--- config.mk ---
export PLATFORM = sky130hd
export DESIGN_NAME = mem_lsu
export DESIGN_NICKNAME = d
export VERILOG_FILES = /design/src/rtl/arvi_mem_pkg.sv /design/src/rtl/mem_align.sv /design/src/rtl/mem_lsu.sv
export SDC_FILE = /design/constraint.sdc
export NUM_CORES = 1
export LEC_CHECK = 0
export CORE_ASPECT_RATIO = 0.8
export CORE_MARGIN = 4
export CORE_UTILIZATION = 46
export CTS_CLUSTER_DIAMETER = 100
export DETAILED_ROUTE_END_ITERATION = 8
export PLACE_DENSITY = 0.86
export SLEW_MARGIN = 20
export SYNTH_ARGS = -nofsm -noshare
export SYNTH_HDL_FRONTEND = slang
export SYNTH_SLANG_ARGS = --single-unit
--- constraint.sdc ---
create_clock -name i_clk -period 3.2 [get_ports i_clk]
set_input_delay 0.96 -clock i_clk [delete_from_list [all_inputs] [get_ports i_clk]]
set_output_delay 0.96 -clock i_clk [all_outputs]
set_load 0.01 [all_outputs]
--- src/rtl/arvi_mem_pkg.sv ---
// Shared types and funct3 decoding for the memory stage (mem_lsu, mem_align).
package arvi_mem_pkg;

    typedef enum logic [1:0] {
        ST_IDLE = 2'd0,
        ST_BUSY = 2'd1,
        ST_DONE = 2'd2
    } lsu_state_t;

    localparam logic [2:0] F3_B  = 3'b000;
    localparam logic [2:0] F3_H  = 3'b001;
    localparam logic [2:0] F3_W  = 3'b010;
    localparam logic [2:0] F3_BU = 3'b100;
    localparam logic [2:0] F3_HU = 3'b101;

    typedef logic [3:0] be_t;

    function automatic logic f3_legal(input logic i_we, input logic [2:0] i_f3);
        if (i_we)
            return (i_f3 == F3_B) || (i_f3 == F3_H) || (i_f3 == F3_W);
        return (i_f3 == F3_B) || (i_f3 == F3_H) || (i_f3 == F3_W) ||
               (i_f3 == F3_BU) || (i_f3 == F3_HU);
    endfunction

    function automatic logic is_misaligned(input logic [2:0] i_f3, input logic [1:0] i_off);
        case (i_f3[1:0])
            2'b01:   return i_off[0];
            2'b10:   return i_off != 2'b00;
            default: return 1'b0;
        endcase
    endfunction

endpackage

--- src/rtl/mem_align.sv ---
// Combinational lane logic: store byte enables / data steering and load extraction / extension.
module mem_align
    import arvi_mem_pkg::*;
#(
    parameter int XLEN = 32
) (
    input  logic [1:0]      i_st_size,
    input  logic [1:0]      i_st_off,
    input  logic [XLEN-1:0] i_wdata,
    output logic [3:0]      o_be,
    output logic [XLEN-1:0] o_wdata,
    input  logic [2:0]      i_ld_f3,
    input  logic [1:0]      i_ld_off,
    input  logic [XLEN-1:0] i_rdata,
    output logic [XLEN-1:0] o_rdata
);

    logic [7:0]  w_byte;
    logic [15:0] w_half;

    always_comb begin
        o_be    = 4'b1111;
        o_wdata = i_wdata;
        case (i_st_size)
            2'b00: begin
                o_be    = 4'b0001 << i_st_off;
                o_wdata = {4{i_wdata[7:0]}};
            end
            2'b01: begin
                o_be    = i_st_off[1] ? 4'b1100 : 4'b0011;
                o_wdata = {2{i_wdata[15:0]}};
            end
            default: begin
                o_be    = 4'b1111;
                o_wdata = i_wdata;
            end
        endcase
    end

    always_comb begin
        case (i_ld_off)
            2'd0:    w_byte = i_rdata[7:0];
            2'd1:    w_byte = i_rdata[15:8];
            2'd2:    w_byte = i_rdata[23:16];
            default: w_byte = i_rdata[31:24];
        endcase
        w_half = i_ld_off[1] ? i_rdata[31:16] : i_rdata[15:0];
    end

    always_comb begin
        case (i_ld_f3)
            F3_B:    o_rdata = {{(XLEN-8){w_byte[7]}}, w_byte};
            F3_BU:   o_rdata = {{(XLEN-8){1'b0}}, w_byte};
            F3_H:    o_rdata = {{(XLEN-16){w_half[15]}}, w_half};
            F3_HU:   o_rdata = {{(XLEN-16){1'b0}}, w_half};
            default: o_rdata = i_rdata;
        endcase
    end

endmodule

--- src/rtl/mem_lsu.sv ---
// Memory-stage load/store unit: one req/ack bus transaction per op, stalls until done.
// Optional misaligned-access trap: define MEM_LSU_MISALIGN_TRAP_EN.
module mem_lsu
    import arvi_mem_pkg::*;
#(
    parameter int XLEN    = 32,
    parameter int TIMEOUT = 255
) (
    input  logic            i_clk,
    input  logic            i_rst,
    input  logic            i_en,
    input  logic            i_we,
    input  logic [2:0]      i_f3,
    input  logic [XLEN-1:0] i_addr,
    input  logic [XLEN-1:0] i_wdata,
    output logic [XLEN-1:0] o_rdata,
    output logic            o_stall,
    output logic            o_err,
    output logic            o_misaligned,
    output logic            o_bus_en,
    output logic            o_bus_we,
    output logic [XLEN-1:0] o_bus_addr,
    output logic [XLEN-1:0] o_bus_wdata,
    output logic [3:0]      o_bus_be,
    input  logic [XLEN-1:0] i_bus_rdata,
    input  logic            i_bus_ack
);

    localparam int CW = (TIMEOUT > 0) ? $clog2(TIMEOUT + 1) : 1;
    localparam logic [CW-1:0] TO_LAST = CW'((TIMEOUT > 0) ? TIMEOUT - 1 : 0);

    lsu_state_t      r_state;
    logic [CW-1:0]   r_cnt;
    logic            r_bus_en;
    logic            r_bus_we;
    logic [XLEN-1:0] r_bus_addr;
    logic [XLEN-1:0] r_bus_wdata;
    be_t             r_bus_be;
    logic [2:0]      r_f3;
    logic [1:0]      r_off;
    logic [XLEN-1:0] r_rdata;
    logic            r_err;

    logic            w_legal;
    logic            w_timeout;
    be_t             w_be;
    logic [XLEN-1:0] w_st_data;
    logic [XLEN-1:0] w_ld_data;

    mem_align #(.XLEN(XLEN)) u_align (
        .i_st_size (i_f3[1:0]),
        .i_st_off  (i_addr[1:0]),
        .i_wdata   (i_wdata),
        .o_be      (w_be),
        .o_wdata   (w_st_data),
        .i_ld_f3   (r_f3),
        .i_ld_off  (r_off),
        .i_rdata   (i_bus_rdata),
        .o_rdata   (w_ld_data)
    );

    assign w_legal   = f3_legal(i_we, i_f3);
    assign w_timeout = (TIMEOUT != 0) && (r_cnt == TO_LAST);

`ifdef MEM_LSU_MISALIGN_TRAP_EN
    logic r_mis;
    logic w_mis;
    assign w_mis        = is_misaligned(i_f3, i_addr[1:0]);
    assign o_misaligned = r_mis;

    always_ff @(posedge i_clk) begin
        if (!i_rst)
            r_mis <= 1'b0;
        else
            r_mis <= (r_state == ST_IDLE) && i_en && w_legal && w_mis;
    end
`else
    logic w_mis;
    assign w_mis        = 1'b0;
    assign o_misaligned = 1'b0;
`endif

    // Result registers default to 0 every cycle and are loaded only on the edge into DONE,
    // so they read back as 0 everywhere outside DONE.
    always_ff @(posedge i_clk) begin
        if (!i_rst) begin
            r_state     <= ST_IDLE;
            r_cnt       <= '0;
            r_bus_en    <= 1'b0;
            r_bus_we    <= 1'b0;
            r_bus_addr  <= '0;
            r_bus_wdata <= '0;
            r_bus_be    <= '0;
            r_f3        <= '0;
            r_off       <= '0;
            r_rdata     <= '0;
            r_err       <= 1'b0;
        end else begin
            r_rdata <= '0;
            r_err   <= 1'b0;
            case (r_state)
                ST_IDLE: begin
                    if (i_en) begin
                        if (!w_legal) begin
                            r_err   <= 1'b1;
                            r_state <= ST_DONE;
                        end else if (w_mis) begin
                            r_state <= ST_DONE;
                        end else begin
                            r_bus_en    <= 1'b1;
                            r_bus_we    <= i_we;
                            r_bus_addr  <= {i_addr[XLEN-1:2], 2'b00};
                            r_bus_wdata <= w_st_data;
                            r_bus_be    <= w_be;
                            r_f3        <= i_f3;
                            r_off       <= i_addr[1:0];
                            r_cnt       <= '0;
                            r_state     <= ST_BUSY;
                        end
                    end
                end
                ST_BUSY: begin
                    if (r_cnt != '1)
                        r_cnt <= r_cnt + CW'(1);
                    if (i_bus_ack) begin
                        r_bus_en <= 1'b0;
                        r_state  <= ST_DONE;
                        if (!r_bus_we)
                            r_rdata <= w_ld_data;
                    end else if (w_timeout) begin
                        r_bus_en <= 1'b0;
                        r_err    <= 1'b1;
                        r_state  <= ST_DONE;
                    end
                end
                ST_DONE: r_state <= ST_IDLE;
                default: r_state <= ST_IDLE;
            endcase
        end
    end

    assign o_stall     = i_en && (r_state != ST_DONE);
    assign o_rdata     = r_rdata;
    assign o_err       = r_err;
    assign o_bus_en    = r_bus_en;
    assign o_bus_we    = r_bus_we;
    assign o_bus_addr  = r_bus_addr;
    assign o_bus_wdata = r_bus_wdata;
    assign o_bus_be    = r_bus_be;

endmodule

# Word level (Yosys, flattened, before mapping)
# Cells that the tools add are included.
dict set report word_totals {
  regBits 116
  in_bits 104
  out_inout_bits 105
  wordCells 78
}
dict set report classes {
  add_sub_neg 1
  n_eq_ne 18
  shifts 1
  muxes 28
  bitwise_logic 3
  n_reduce_logical 16
}
# operator n
set op_table {}
lappend op_table {{one-hot mux 32 bit (4 select lines)} 1}
lappend op_table {{one-hot mux 32 bit (2 select lines)} 1}
lappend op_table {{two-way mux 8 bit} 3}
lappend op_table {{one-hot mux 8 bit (3 select lines)} 1}
lappend op_table {{two-way mux 16 bit} 1}
lappend op_table {{one-hot mux 8 bit (2 select lines)} 1}
lappend op_table {{equality test 3 bit (second input constant)} 4}
lappend op_table {{two-way mux 1 bit} 11}
lappend op_table {{adder 8 x 1 -> 8 bit (second input constant)} 1}
lappend op_table {{equality test 8 bit (second input constant)} 1}
lappend op_table {{two-way mux 2 bit} 4}
lappend op_table {{inequality test 2 bit (second input constant)} 4}
lappend op_table {{inequality test 8 bit (second input constant)} 1}
lappend op_table {{one-hot mux 4 bit (2 select lines)} 1}
lappend op_table {{AND reduction 4 bit} 2}
lappend op_table {{equality test 2 x 1 -> 1 bit (second input constant)} 3}
lappend op_table {{equality test 3 x 1 -> 1 bit (second input constant)} 2}
lappend op_table {{logical NOT 2 bit} 3}
lappend op_table {{logical NOT 3 bit} 2}
lappend op_table {{logical OR 1 bit} 4}
lappend op_table {{two-way mux 4 bit} 1}
lappend op_table {{one-hot mux 1 bit (2 select lines)} 2}
lappend op_table {{one-hot mux 2 bit (2 select lines)} 1}
lappend op_table {{OR reduction 4 bit} 1}
lappend op_table {{9 further kinds} 11}

# Logic depth before layout (Yosys ltp)
# Gate-level depths: netlist (run 1).
dict set report logic_depth {
  ltp_word 9
  ltp_mapped 7
  mapped_depth_nobuf 6
}

# Modules after synthesis
# From an unflattened synthesis (run 1), not the netlist that was laid out.
dict set report unflattened {
  cells_unflattened 625
  hier_area_um2 5504.0
}
# module instances cells_per_inst area_each_um2 seq_area_each_um2
set by_module_without_submodules {}
lappend by_module_without_submodules {mem_lsu 1 465 4174.0 2322.2}
lappend by_module_without_submodules {mem_align 1 160 1330.0 0.0}

# Worst setup path before layout (run 1)
# No wires, ideal clock.
dict set report synth_timing {
  kind {input to output}
  startpoint {in i_en}
  endpoint {out o_stall}
  t_arrival_ns 1.260
  required_ns 2.240
  path_slack_ns 0.980
  cell_stages 1
  path_buffers 0
  path_cell_list {a21boi_0}
}
dict set report synth_via {
  elab_chain_len 1
}
# item line
set synth_rtl {}
lappend synth_rtl {{from (decl)} mem_lsu.sv:11} ;# input logic i_en,
lappend synth_rtl {{logical AND 1 bit} mem_lsu.sv:142} ;# assign o_stall = i_en && (r_state != ST_DONE);
lappend synth_rtl {{to (decl)} mem_lsu.sv:17} ;# output logic o_stall,
# No other way between the ends.

# Final worst setup path (run 1)
# Same ends and word-level chain as after synthesis.

==> run metrics, run 1 <==
initial drt markers=493; Critical Path AT=1.80 ns; Commonest cells post-synth=164 x nand2_1, 116 x dfxtp_1, 83 x a21oi_1; synthesized area per cell=8.25 µm²; min Tclk post-route=2.76 ns; max-slew violations=0; crit path max fanout=2; Yosys reg bits=116; Post-synth EDFFs=0; Hold-fix buffers, CTS=0; number of hold violations in the final report=0; initial antenna violation count=0; die height=100 µm; Fmax=0.362 GHz; FILL cells=691; CTS resizes=0; cells after synthesis=594; hold crit path type=reg -> reg; DRC errors left=0; GRT Util Overall=25.3%; setup violators final=0; Starting Density=47.5%; top cell type by total area after synthesis=dfxtp_1; clock root buffer=clkbuf_16; post-route total power=4.28 mW; H-tree levels=4; die width=123 µm; Worst Skew=0.00917 ns; Worst path max stage delay=0.48 ns; grt peak-use layer=met2; Worst setup EP type=output pin; Worst VDD drop=424 µV; Ys Warns=0; clock buffer count from CTS=17; GPL Wtd Cong=0.827; hold path depth=2; count of different cell masters after synthesis=46; WS Path Type=in -> out; Avg Vias per Cell=5.38; total negative slack=0 ns; Multi-input gate area=2330 µm²; status=complete, no violations; CTS tree=built; NetSw=0.982 mW; average routed wire per standard cell=16.6 µm; register area=2320 µm²; Least-Margin Pin Slew=0.830 ns; Leak=2.77 nW; setup slack, reg-to-reg=0.94 ns; DR vias=5043; largest net degree at the start of global routing=73; CTS max path bufs=2; Yosys top cell area share=47.4%; vias in the first global route=4986; area grow syn2layout=56.7%; met2 usage=41.9%; row count=33; Clock power frac=49.1%; Hold Crit Endpoint=o_bus_addr[21]; Port Buf Inserts=205; setup bufs post-CTS=0; pwr dens=557 nW/µm²; fin crit share=86.4%; GR Layer Usage met1=29.3%; drt total wl=15600 µm; DIE AREA=12400 µm²; max cap viols=0; Worst slew margin=44.6%; r2r endpoint=o_rdata[18]; Post-synth ARST share=0%; ratio of cells with drive above 1 in the final layout=7.15%; count leader, synth=nand2_1; Area contributors post-synth=dfxtp_1 47%, nand2_1 13%, a21oi_1 8.5%, mux2i_1 4.3%, mux4_2 2.8%; hpwl dp=10800 µm; CP startpoint kind=input pin; Critical Path RT=2.24 ns; Core Box Area=10300 µm²; RR Startpoint=r_off[1]; cell-internal power=3.30 mW; Antenna Nets Post-Route=0; Netlist Area Pre-Place=4900 µm²; overflow left after global routing=0; Flop pwr share=36.5%; Sw Share=23.0%; combinational power share=14.4%; CTS sink count=116; RSZ-0062 raised after global routing=false; later-pin clock latency in the skew report=0.41 ns; first-pass GRT wire length=24700 µm; met3 Use GR=9.80%; num ports=209; Antenna Cells=0; reg2reg path depth=3; clock slew at reported path FFs=0.05 ns; HP Start=o_bus_addr[21]; 1st-pass router iterations=5; top_reg_cell synth=dfxtp_1; Crit-path slowest cell=clkdlybuf4s50_1; final hold slack=0.451 ns; cell chain of the critical path=clkdlybuf4s50_1 > a21boi_0 > dlymetal6s2s_1; sequential share of the synthesized area=47.4%; Final nets=890
## flip-flops by register name (all words and copies together), names as in the netlist
| signal | count |
|---|---|
| o_rdata | 32 |
| o_bus_addr | 30 |
| o_bus_en | 1 |
| o_err | 1 |
| r_state | 2 |
| r_f3 | 3 |
| r_cnt | 8 |
| r_off | 2 |
| o_bus_wdata | 32 |
| o_bus_be | 4 |
| o_bus_we | 1 |
## kinds of logic (layout without fill, tap and decap cells)
group	after synthesis	count (layout)	share of synthesized area (%)
adders and majority gates	2	2	0.511
muxes	27	27	7.05
DFF	116	116	47.4
buffers and inverters	57	258	5.41
other	1	3	0.0765
AOI/OAI and AO/OA	156	156	19.5
and+or+nand+nor	235	235	20.1
## worst max-delay path by stage
stage          start      end  cells past startpoint
2_1_floorplan   i_en  o_stall                      1
3_3_place_gp    i_en  o_stall                      3
3_5_place_dp    i_en  o_stall                      3
4_1_cts         i_en  o_stall                      3
5_1_grt         i_en  o_stall                      3
6_report        i_en  o_stall                      3
## per-stage QoR
stage | util [%] | setup WS, ns | instances | area [µm²]
2_1_floorplan | - | 0.980 | 596 | 4910
3_3_place_gp | 68.0 | 0.0530 | 905 | 7020
3_5_place_dp | 68.0 | 0.0211 | 905 | 7020
4_1_cts | 74.4 | 0.0104 | 937 | 7680
5_1_grt | 74.4 | 0.350 | 937 | 7680
6_report | 74.4 | 0.435 | 937 | 7680
## critical path: cells and delay by family
kind                   cells  cell delay [ns]
AOI/OAI and AO/OA          1             0.18
buffers and inverters      2             0.67
## metal layers
layer / vias to the layer above / routed length, µm
met4: 0 / 304
met1: 2354 / 6070
met5: - / 0
met2: 236 / 7530
li1: 2428 / -
met3: 25 / 1670
## power by group through the flow
stage | sequential, mW | clock [mW] | combinational, mW
floorplan | 1.61 | 0 | 0.263
global placement | 1.59 | 0 | 0.593
detailed placement | 1.59 | 0 | 0.606
CTS | 1.56 | 2.13 | 0.615
global route | 1.57 | 2.20 | 0.666
finish | 1.56 | 2.10 | 0.615
## area by class of cell
class | count | share of cell area (%)
Clock buffer | 23 | 6.35
Tap cell | 140 | 2.28
Timing Repair Buffer | 215 | 28.1
Clock inverter | 9 | 2.25
Sequential cell | 116 | 30.2
Inverter | 11 | 0.538
Multi-Input combinational cell | 423 | 30.3
## cells in the final DEF (no fill, tap or decap), drive strengths merged, types with 6 or more instances in the layout
cell type,synthesis,final
a211oi,9,9
a21oi,83,83
a311oi,8,8
buf,28,10
clkbuf,18,23
clkdlybuf4s50,0,204
dfxtp,116,116
inv,11,11
mux2i,21,21
mux4,6,6
nand2,164,164
nor2,29,29
nor2b,6,6
nor3,15,15
o21ai,22,22
(Power assumes the default switching activity.)
==> run 2: changes to the inputs <==
--- a/config.mk
+++ b/config.mk
@@ -9,5 +9,4 @@
 export CORE_MARGIN = 4
 export CORE_UTILIZATION = 46
-export CTS_CLUSTER_DIAMETER = 100
 export DETAILED_ROUTE_END_ITERATION = 8
 export PLACE_DENSITY = 0.86
==> constraint.sdc (replaced) <==
create_clock -name i_clk -period 3.2 [get_ports i_clk]
set_input_delay 0.96 -clock i_clk [delete_from_list [all_inputs] [get_ports i_clk]]
set_output_delay 0.96 -clock i_clk [all_outputs]
set_load 0.05 [all_outputs]
==> run 2 against run 1 <==
Against the previous run: non-clock buffer count decreased by 1; final area decreased by 1.0%; cell count decreased by 0.11%; sequential share of layout area increased by 0.32 points; fmax decreased by 5.9%; sequential power about the same; clock skew decreased by 0.0034 ns; worst hold slack about the same; combinational power increased by 31%; utilization decreased by 0.78 points; via count increased by 0.93%; register-to-register slack improved by 0.04 ns; critical endpoint unchanged.
==> run metrics, run 2 (synthesis results as in run 1) <==
status=complete, no violations; CTS tree=built; Starting Density=47.5% (unchanged); pwr dens=554 nW/µm² (-0.53%); clock slew at reported path FFs=0.05 ns (about the same); die width=123 µm (unchanged); number of hold violations in the final report=0 (unchanged); vias in the first global route=4955 (-0.62%); most frequent cells in the layout=204 x clkdlybuf4s50_1, 164 x nand2_1, 116 x dfxtp_1; overflow left after global routing=0 (unchanged); setup violators final=0 (unchanged); Least-Margin Pin Slew=0.827 ns (-0.00369 ns); design area=7600 µm² (-1.0%); leading cell type in the layout, fill and taps excluded=clkdlybuf4s50_1; CP startpoint kind=input pin; CTS resizes=0 (unchanged); CTS sink count=116 (unchanged); WS Path Type=in -> out; die height=100 µm (unchanged); clock buffer count from CTS=17 (unchanged); average routed wire per standard cell=17.0 µm (+2.5%); total negative slack=0 ns (unchanged); num ports=209 (unchanged); clock root buffer=clkbuf_16; DR vias=5090 (+0.93%); initial antenna violation count=0 (unchanged); initial drt markers=413 (-16%); min Tclk post-route=2.94 ns (+0.173 ns); later-pin clock latency in the skew report=0.41 ns (about the same); GPL Wtd Cong=0.829 (+0.21%); area post-placement=7020 µm² (about the same); first-pass GRT wire length=24700 µm (+0.17%); Critical Path RT=2.24 ns (about the same); area grow syn2layout=55.1%; max-slew violations=0 (unchanged); Core Box Area=10300 µm² (unchanged); Worst setup EP type=output pin; Fmax=0.340 GHz (-5.9%); RSZ-0062 raised after global routing=false; Worst VDD drop=337 µV (-20%); hold crit path type=reg -> reg; GRT Util Overall=25.4% (+0.14 points); ratio of cells with drive above 1 in the final layout=7.04% (-0.12 points); Critical Path AT=1.98 ns (+0.18 ns); DIE AREA=12400 µm² (unchanged); Final nets=889 (-0.11%); final hold slack=0.451 ns (+0.000415 ns); post-route total power=4.21 mW (-1.6%); Leak=2.72 nW (-2.0%); Antenna Cells=0 (unchanged); Antenna Nets Post-Route=0 (unchanged); drt total wl=15900 µm (+2.4%); H-tree levels=4 (unchanged); crit path max fanout=2 (unchanged); Hold-fix buffers, CTS=0 (unchanged); Port Buf Inserts=205 (unchanged); DRC errors left=0 (unchanged); Avg Vias per Cell=5.44 (+1.0%); CTS max path bufs=2 (unchanged); hpwl dp=11000 µm (+1.9%); 1st-pass router iterations=5 (unchanged); Worst slew margin=44.8% (+0.25 points); row count=33 (unchanged); max cap viols=0 (unchanged); Worst Skew=0.00574 ns (-0.00343 ns); fin crit share=91.8% (+5.4 points); largest net degree at the start of global routing=73 (unchanged); setup bufs post-CTS=0 (unchanged)
## run 2: layout make-up
type / instances / area (µm²)
inverters: 11 / 41.3
clock buffers: 23 / 478
clock inverters: 9 / 103
well taps: 140 / 175
fillers: 736 / 2720
repair buffers: 214 / 2150
flip-flops and latches: 116 / 2320
multi-input cells: 423 / 2330
## run 2: power breakdown
group	internal [mW]	switching, mW	total, mW
clock	1.20	0.643	1.84
sequential	1.51	0.0489	1.56
combinational	0.323	0.483	0.806
total	3.04	1.17	4.21
## run 2: stage by stage
step | setup slack [ns] | std cells | utilization, %
after global placement | 0.280 | 904 | 68.0
after detailed placement | 0.270 | 904 | 68.0
after global routing | 0.248 | 936 | 73.6
after floorplan | 0.141 | 596 | -
final | 0.262 | 936 | 73.6
after CTS | 0.263 | 936 | 73.6
## run 2: final timing paths
| kind | from | endpoint | slack (ns) | cells after the start |
|---|---|---|---|---|
| hold / removal | o_bus_addr[12] | o_bus_addr[12] | 0.45 | 2 |
| setup / recovery | i_en | o_stall | 0.26 | 3 |
| setup reg to reg | r_off[1] | o_rdata[16] | 0.98 | 3 |
| hold reg to reg | o_bus_addr[12] | o_bus_addr[12] | 0.45 | 2 |
## run 2: routing by layer
| layer | up-vias | track usage [%] | wire length, µm |
|---|---|---|---|
| li1 | 2422 | - | - |
| met1 | 2384 | 28.2 | 6000 |
| met2 | 253 | 43.5 | 7880 |
| met3 | 31 | 11.3 | 1770 |
| met4 | 0 | 8.34 | 294 |
| met5 | - | 0 | 0 |
## run 2: worst max-delay path: stages
cell and delay (ns):
clkdlybuf4s50_1 0.49, a21boi_0 0.34, buf_12 0.19
